## src/rtl/branch_predictor_if.sv

```systemverilog
// Fetch-lookup and resolve-update signal bundle for the branch predictor.
interface branch_predictor_if #(
   parameter int WORD_LEN = 32,
   parameter int CNT_BITS = 16
);
   logic [WORD_LEN-1:0] fetchPC;
   logic                predTaken;
   logic                resolveValid;
   logic                resolveIsJump;
   logic [WORD_LEN-1:0] resolvePC;
   logic                resolvePredTaken;
   logic                brCond;
   logic                mispredict;
   logic [CNT_BITS-1:0] branchCount;
   logic [CNT_BITS-1:0] mispredCount;

   modport master (
      output fetchPC, resolveValid, resolveIsJump,
      output resolvePC, resolvePredTaken, brCond,
      input  predTaken, mispredict, branchCount, mispredCount
   );

   modport slave (
      input  fetchPC, resolveValid, resolveIsJump,
      input  resolvePC, resolvePredTaken, brCond,
      output predTaken, mispredict, branchCount, mispredCount
   );
endinterface

```

## src/rtl/branch_predictor.sv

```systemverilog
// Two-bit saturating-counter branch history table with mispredict flag.
// Define BP_BYPASS_EN to forward a same-index update into the fetch lookup.
module branch_predictor #(
   parameter int WORD_LEN = 32,
   parameter int IDX_BITS = 4,
   parameter int CNT_BITS = 16
) (
   input logic              clk,
   input logic              rst,
   branch_predictor_if.slave bp
);
   localparam int ENTRIES = 2 ** IDX_BITS;

   logic [1:0]          cnt_tbl [ENTRIES];
   logic [CNT_BITS-1:0] br_cnt;
   logic [CNT_BITS-1:0] mis_cnt;

   logic [IDX_BITS-1:0] fetch_idx;
   logic [IDX_BITS-1:0] resolve_idx;
   logic [1:0]          cur_cnt;
   logic [1:0]          nxt_cnt;
   logic                upd;
   logic                mis;

   assign fetch_idx   = bp.fetchPC[IDX_BITS+1:2];
   assign resolve_idx = bp.resolvePC[IDX_BITS+1:2];
   assign upd         = bp.resolveValid & ~bp.resolveIsJump;
   assign mis         = bp.resolveValid
                      & (bp.brCond != bp.resolvePredTaken);
   assign cur_cnt     = cnt_tbl[resolve_idx];

   always_comb begin
      nxt_cnt = cur_cnt;
      if (bp.brCond) begin
         if (cur_cnt != 2'd3) nxt_cnt = cur_cnt + 2'd1;
      end else begin
         if (cur_cnt != 2'd0) nxt_cnt = cur_cnt - 2'd1;
      end
   end

   always_ff @(posedge clk) begin
      if (rst) begin
         for (int i = 0; i < ENTRIES; i++) cnt_tbl[i] <= 2'd1;
         br_cnt  <= '0;
         mis_cnt <= '0;
      end else if (upd) begin
         cnt_tbl[resolve_idx] <= nxt_cnt;
         br_cnt               <= br_cnt + 1'b1;
         if (mis) mis_cnt <= mis_cnt + 1'b1;
      end
   end

`ifdef BP_BYPASS_EN
   always_comb begin
      bp.predTaken = cnt_tbl[fetch_idx][1];
      if (upd && (fetch_idx == resolve_idx)) bp.predTaken = nxt_cnt[1];
   end
`else
   assign bp.predTaken = cnt_tbl[fetch_idx][1];
`endif

   assign bp.mispredict   = mis;
   assign bp.branchCount  = br_cnt;
   assign bp.mispredCount = mis_cnt;

   // Bits outside the index field carry no information for the table.
   logic unused_pc_bits;
   assign unused_pc_bits = ^{bp.fetchPC[WORD_LEN-1:IDX_BITS+2],
                             bp.fetchPC[1:0],
                             bp.resolvePC[WORD_LEN-1:IDX_BITS+2],
                             bp.resolvePC[1:0]};
endmodule

```

## src/flat_wrapper.sv

```systemverilog
// flat-port wrapper written by rule: the top's interface ports become plain ports
module branch_predictor_flat 
#(
   parameter int WORD_LEN = 32,
   parameter int IDX_BITS = 4,
   parameter int CNT_BITS = 16
)
  (clk, rst, bp_fetchPC, bp_resolveValid, bp_resolveIsJump, bp_resolvePC, bp_resolvePredTaken, bp_brCond, bp_predTaken, bp_mispredict, bp_branchCount, bp_mispredCount);
  branch_predictor_if #(.WORD_LEN(WORD_LEN), .CNT_BITS(CNT_BITS)) bp_i ();
  input logic clk;
  input logic rst;
  input wire logic [$bits(bp_i.fetchPC)-1:0] bp_fetchPC;
  input wire logic [$bits(bp_i.resolveValid)-1:0] bp_resolveValid;
  input wire logic [$bits(bp_i.resolveIsJump)-1:0] bp_resolveIsJump;
  input wire logic [$bits(bp_i.resolvePC)-1:0] bp_resolvePC;
  input wire logic [$bits(bp_i.resolvePredTaken)-1:0] bp_resolvePredTaken;
  input wire logic [$bits(bp_i.brCond)-1:0] bp_brCond;
  output wire logic [$bits(bp_i.predTaken)-1:0] bp_predTaken;
  output wire logic [$bits(bp_i.mispredict)-1:0] bp_mispredict;
  output wire logic [$bits(bp_i.branchCount)-1:0] bp_branchCount;
  output wire logic [$bits(bp_i.mispredCount)-1:0] bp_mispredCount;
  assign bp_i.fetchPC = bp_fetchPC;
  assign bp_i.resolveValid = bp_resolveValid;
  assign bp_i.resolveIsJump = bp_resolveIsJump;
  assign bp_i.resolvePC = bp_resolvePC;
  assign bp_i.resolvePredTaken = bp_resolvePredTaken;
  assign bp_i.brCond = bp_brCond;
  assign bp_predTaken = bp_i.predTaken;
  assign bp_mispredict = bp_i.mispredict;
  assign bp_branchCount = bp_i.branchCount;
  assign bp_mispredCount = bp_i.mispredCount;
  branch_predictor #(.WORD_LEN(WORD_LEN), .IDX_BITS(IDX_BITS), .CNT_BITS(CNT_BITS)) u_core (.clk(clk), .rst(rst), .bp(bp_i));
endmodule
```

## config.mk

```make
export PLATFORM = sky130hd
export DESIGN_NAME = branch_predictor_flat
export DESIGN_NICKNAME = d
export VERILOG_FILES = /design/src/rtl/branch_predictor_if.sv /design/src/rtl/branch_predictor.sv /design/src/flat_wrapper.sv
export SDC_FILE = /design/constraint.sdc
export NUM_CORES = 1
export LEC_CHECK = 0
export CELL_PAD_IN_SITES_DETAIL_PLACEMENT = 1
export CELL_PAD_IN_SITES_GLOBAL_PLACEMENT = 1
export CORE_UTILIZATION = 39
export CTS_BUF_LIST = sky130_fd_sc_hd__clkbuf_4 sky130_fd_sc_hd__clkbuf_8
export CTS_CLUSTER_SIZE = 30
export DETAILED_ROUTE_END_ITERATION = 7
export GPL_TIMING_DRIVEN = 0
export PLACE_DENSITY_LB_ADDON = 0.25
export SETUP_SLACK_MARGIN = 0.4
export SYNTH_ARGS = -nofsm -noshare
export SYNTH_HDL_FRONTEND = slang
export SYNTH_SLANG_ARGS = --single-unit
```

## constraint.sdc

```tcl
create_clock -name clk -period 4.4 [get_ports clk]
set_input_delay 1.1 -clock clk [delete_from_list [all_inputs] [get_ports clk]]
set_output_delay 1.1 -clock clk [all_outputs]
set_load 0.005 [all_outputs]
```

Word-level counts from Yosys, hierarchy flattened. Memories as Yosys holds them, arrays and structs flattened. Cells that the tools add are included.

Equal/unequal tests: 2. $add $sub $neg: 4. Bitwise logic cells: 3. Reductions and logical operators: 3. Multiplexer cells: 11.

Operators by type and width (count): $add A16 B1 Y16 const B (2); $mux W2 (4); $mux W1 (6); $mux W4 (1); $add A2 B1 Y2 const B (1); $and A1 B1 Y1 (2); $ne A2 B2 Y1 const B (1); $reduce_and A2 Y1 (1); $reduce_bool A2 Y1 (1); $reduce_or A2 Y1 (1); $sub A2 B1 Y2 const B (1); $ne A1 B1 Y1 (1); $not A1 Y1 (1).

Memories kept: 1. Word-level logic and storage cells: 26. Output and inout bits: 34. Bits in writable memories: 32. Bits of input ports: 70. Register bits after elaboration: 32.

Memory list: u_core.cnt_tbl (depth 16, bits a word 2, read ports 2, clocked after memory_dff 0, write ports 16, line branch_predictor.sv:14) `logic [1:0] cnt_tbl [ENTRIES];`.

Logic depth before layout (Yosys ltp). Gate-level depths: netlist of run 1.

Depth after elaboration: 7. Gate-level depth with buffers: 7. Gate-level depth less buffers: 6.

Least setup slack after synthesis of run 1. No wires, ideal clock.

Path type: input to output. From: input port bp_fetchPC[2]. To: output port bp_predTaken. Arrival: 2.036 ns. Path slack: 1.264 ns. Stages: 2. Path buffers: 0. Data required time: 3.300 ns. Path through: mux4_2 mux4_2.

Longest elaborated chain between the ends: 1.

RTL lines: start, declared (line flat_wrapper.sv:12) `input wire logic [$bits(bp_i.fetchPC)-1:0] bp_fetchPC;`; $mem_v2 Z16 W2; end, declared (line flat_wrapper.sv:18) `output wire logic [$bits(bp_i.predTaken)-1:0] bp_predTaken;`.

Every way passes these cells.

Final worst setup path of run 1. Ends and elaborated chain as after synthesis.

==> qor.csv, run 1 <==
stage,metric,value,unit
die,die_w,92.3,µm
place,place_congestion,0.768,
power,power_frac_clock,0.380,
cells_and_area,syn_to_final_growth,24.1,%
grt,antenna_found_initial,0,
critical_path,critPathKind,in -> out,
critical_path,start_kind,primary input,
clocking,cts-root-buf,clkbuf_8,
synthesis,synth_top_family_by_area,simple AND/OR/NAND/NOR gates,
die,start_util,0.408,
timing,fin_tns_setup,0,ns
grt,track_usage,0.194,
grt,grt_max_degree,12,
synthesis,syn-instance-count,303,
power,p_int,912,µW
synthesis,syn_area,3180,µm²
synthesis,ys_warn_count,0,
min_path,hold_class,reg -> reg,
grt,grt_pass1_vias,2438,
critical_path,cp.arrival,2.81,ns
place,pre_cts_ws,0.0705,ns
timing,max_freq,0.256,GHz
place,place_hpwl,5510,µm
synthesis,seq_area_frac_synth,0.503,
clocking,cts_buffer_depth,2,
synthesis,synthSimpleGateAreaFrac,0.260,
routing,wirelength,7820,µm
clocking,clock_latency,0.35,ns
cells_and_area,layout.nets,432,
synthesis,synth_seq_cells,64,
synthesis,synth.area.mux_share,0.0920,
die,dieArea,8530,µm²
routing,vias,2403,
place,io_buffers,46,
cells_and_area,drive_gt1_frac,0.121,
cells_and_area,regArea,1600,µm²
routing,via_per_inst,5.15,
cells_and_area,n_antenna_cell,0,
clocking,cts.sinks,64,
timing,fin_ws,0.493,ns
routing,postRouteAntennaNets,0,
power,combPwrFrac,0.098,
die,core,7810,µm²
job,maxCapViolations,0,
clocking,clk_pin_slew,0.07,ns
clocking,cts_tree,built,
synthesis,synthAdderAreaFrac,0.0165,
cells_and_area,fin_area,3950,µm²
synthesis,synth_ff_type,edfxtp_1,
timing,maxSlewHeadroom,0.416,
routing,dr.pass1.iters,4,
synthesis,synthArstFlopShare,0,
power,cellLeakagePower,0.00127,µW
routing,drc,0,
die,die_h,92.3,µm
grt,grt_pass1_wl,12500,µm
power,power_density,310,nW/µm²
clocking,cts_buffers,9,
cells_and_area,nFillCells,880,
place,place_area,3770,µm²
synthesis,synth-xor-area-share,0.0798,
timing,worst-slew-pin-transition,0.870,ns
power,power.share.sequential,0.522,
status,outcome,finished clean,
critical_path,critPathCaptureType,output port,
die,row_count,32,
timing,finClkSkew,0.0111,ns
critical_path,critPathRequiredTime,3.30,ns
cells_and_area,multi_input_area,1480,µm²
routing,drt_iter0_markers,110,
synthesis,synth_area_per_cell,10.5,µm²
timing,slew_violations,0,
synthesis,netlist-cell-type-count,35,
critical_path,critPathMaxFanout,4,
synthesis,synth_compound_area_frac,0.0165,
power,irDropWorstVdd,0.165,mV
die,ios,104,
timing,grt_setup_unrepaired,no,
routing,drt-wirelength-per-cell,16.7,µm
timing,hold_viol_final,0,
grt,overflow,0,
power,p_switching,311,µW
synthesis,synth_edf_count,32,
synthesis,synth_nets,375,
power,switching_share,0.254,
clocking,cts_setup_buffers,0,
clocking,cts_hold_buf,0,
timing,setup_viol,0,
timing,period_share,0.888,
place,dp_cells,451,
clocking,htree_levels,3,
timing,min_period,3.91,ns
clocking,post_cts_resized,4,
cells_and_area,final_cells,467,
[cells in the final DEF (no fill, tap or decap), types with 8 or more instances in the layout]
cell,n
clkbuf_1,12
clkbuf_8,10
clkdlybuf4s50_1,44
dfxtp_1,32
edfxtp_1,32
mux4_2,13
nand2_1,33
nand2b_1,14
nand3_1,17
nand4_1,8
nor2_1,47
nor3_1,12
xnor2_1,11
xor2_1,18
[Yosys cell counts, types with 4 or more instances]
cell / count / area, µm²
a21oi_1: 4 / 20.0
and2_1: 4 / 25.0
and4_1: 5 / 43.8
clkbuf_1: 12 / 45.0
dfxtp_1: 32 / 641
edfxtp_1: 32 / 961
inv_1: 4 / 15.0
mux4_2: 13 / 293
nand2_1: 33 / 124
nand2b_1: 14 / 87.6
nand3_1: 17 / 85.1
nand4_1: 8 / 50.1
nor2_1: 47 / 176
nor2b_1: 5 / 31.3
nor3_1: 12 / 60.1
or2_2: 4 / 25.0
xnor2_1: 11 / 96.3
xor2_1: 18 / 158
[worst paths after layout]
check | start | endpoint | slack, ns | depth (start not counted)
setup / recovery | bp_fetchPC[2] | bp_predTaken | 0.49 | 4
hold / removal | u_core.bp.branchCount[1] | u_core.bp.branchCount[1] | 0.52 | 2
setup reg to reg | u_core.cnt_tbl[11][1] | u_core.cnt_tbl[2][0] | 2.34 | 6
hold reg to reg | u_core.bp.branchCount[1] | u_core.bp.branchCount[1] | 0.52 | 2
[layer usage]
layer  vias to the layer above  routed length, µm  track usage
met5                         -                  0            0
met4                         0                123       0.0859
met3                         9                318       0.0386
met2                        41               3800        0.326
met1                      1183               3580        0.241
li1                       1170                  -            -
[worst max-delay path, cell delays in order]
cell	delay (ns)
clkdlybuf4s15_2	0.27
mux4_2	0.52
mux4_2	0.47
clkdlybuf4s50_1	0.45
[stage by stage]
step / utilization / hold WS [ns] / power [µW]
after global routing: 0.506 / 0.549 / 1260
after detailed placement: 0.483 / 0.505 / 774
after global placement: 0.483 / 0.500 / 771
after floorplan: - / 0.477 / 725
final: 0.506 / 0.522 / 1220
after CTS: 0.506 / 0.531 / 1230
[power by group through the flow]
| stage | Clock (µW) | Sequential, µW | Combinational (µW) |
|---|---|---|---|
| finish | 464 | 639 | 120 |
| global route | 494 | 639 | 130 |
| CTS | 473 | 639 | 122 |
| detailed placement | 0 | 652 | 122 |
| global placement | 0 | 652 | 119 |
| floorplan | 0 | 650 | 75.2 |
[registers in the layout (all words and copies together), names as in the netlist]
register / cells
u_core.cnt_tbl: 32
u_core.bp.branchCount: 16
u_core.bp.mispredCount: 16
[area by class of cell]
class / instances / area share
flip-flops and latches: 64 / 0.406
multi-input cells: 219 / 0.375
repair buffers: 46 / 0.117
clock buffers: 11 / 0.0368
well taps: 102 / 0.0323
plain buffers: 16 / 0.0222
clock inverters: 5 / 0.00824
inverters: 4 / 0.00380
[cells by family (layout without fill, tap and decap cells)]
group                      count (synthesis)  in the layout
AOI/OAI and AO/OA                          9              9
xor gates and xnor gates                  29             29
adders and majority gates                  4              4
buffers and inverters                     20             82
DFF                                       64             64
muxes                                     13             13
and+or+nand+nor                          164            164
(Power assumes the default switching activity.)
==> run 2, diff against run 1 <==
--- a/config.mk
+++ b/config.mk
@@ -12,6 +12,7 @@
 export CTS_CLUSTER_SIZE = 30
 export DETAILED_ROUTE_END_ITERATION = 7
 export GPL_TIMING_DRIVEN = 0
+export HOLD_SLACK_MARGIN = 0.1
 export PLACE_DENSITY_LB_ADDON = 0.25
 export SETUP_SLACK_MARGIN = 0.4
 export SYNTH_ARGS = -nofsm -noshare
==> results of run 2 <==
No change in the layout: final DEF, timing and power equal those of run 1.
==> run 3, diff against run 2 <==
--- a/config.mk
+++ b/config.mk
@@ -9,6 +9,7 @@
 export CELL_PAD_IN_SITES_GLOBAL_PLACEMENT = 1
 export CORE_UTILIZATION = 39
 export CTS_BUF_LIST = sky130_fd_sc_hd__clkbuf_4 sky130_fd_sc_hd__clkbuf_8
+export CTS_CLUSTER_DIAMETER = 80
 export CTS_CLUSTER_SIZE = 30
 export DETAILED_ROUTE_END_ITERATION = 7
 export GPL_TIMING_DRIVEN = 0
==> results of run 3 <==
No change in the layout: final DEF, timing and power equal those of run 1.
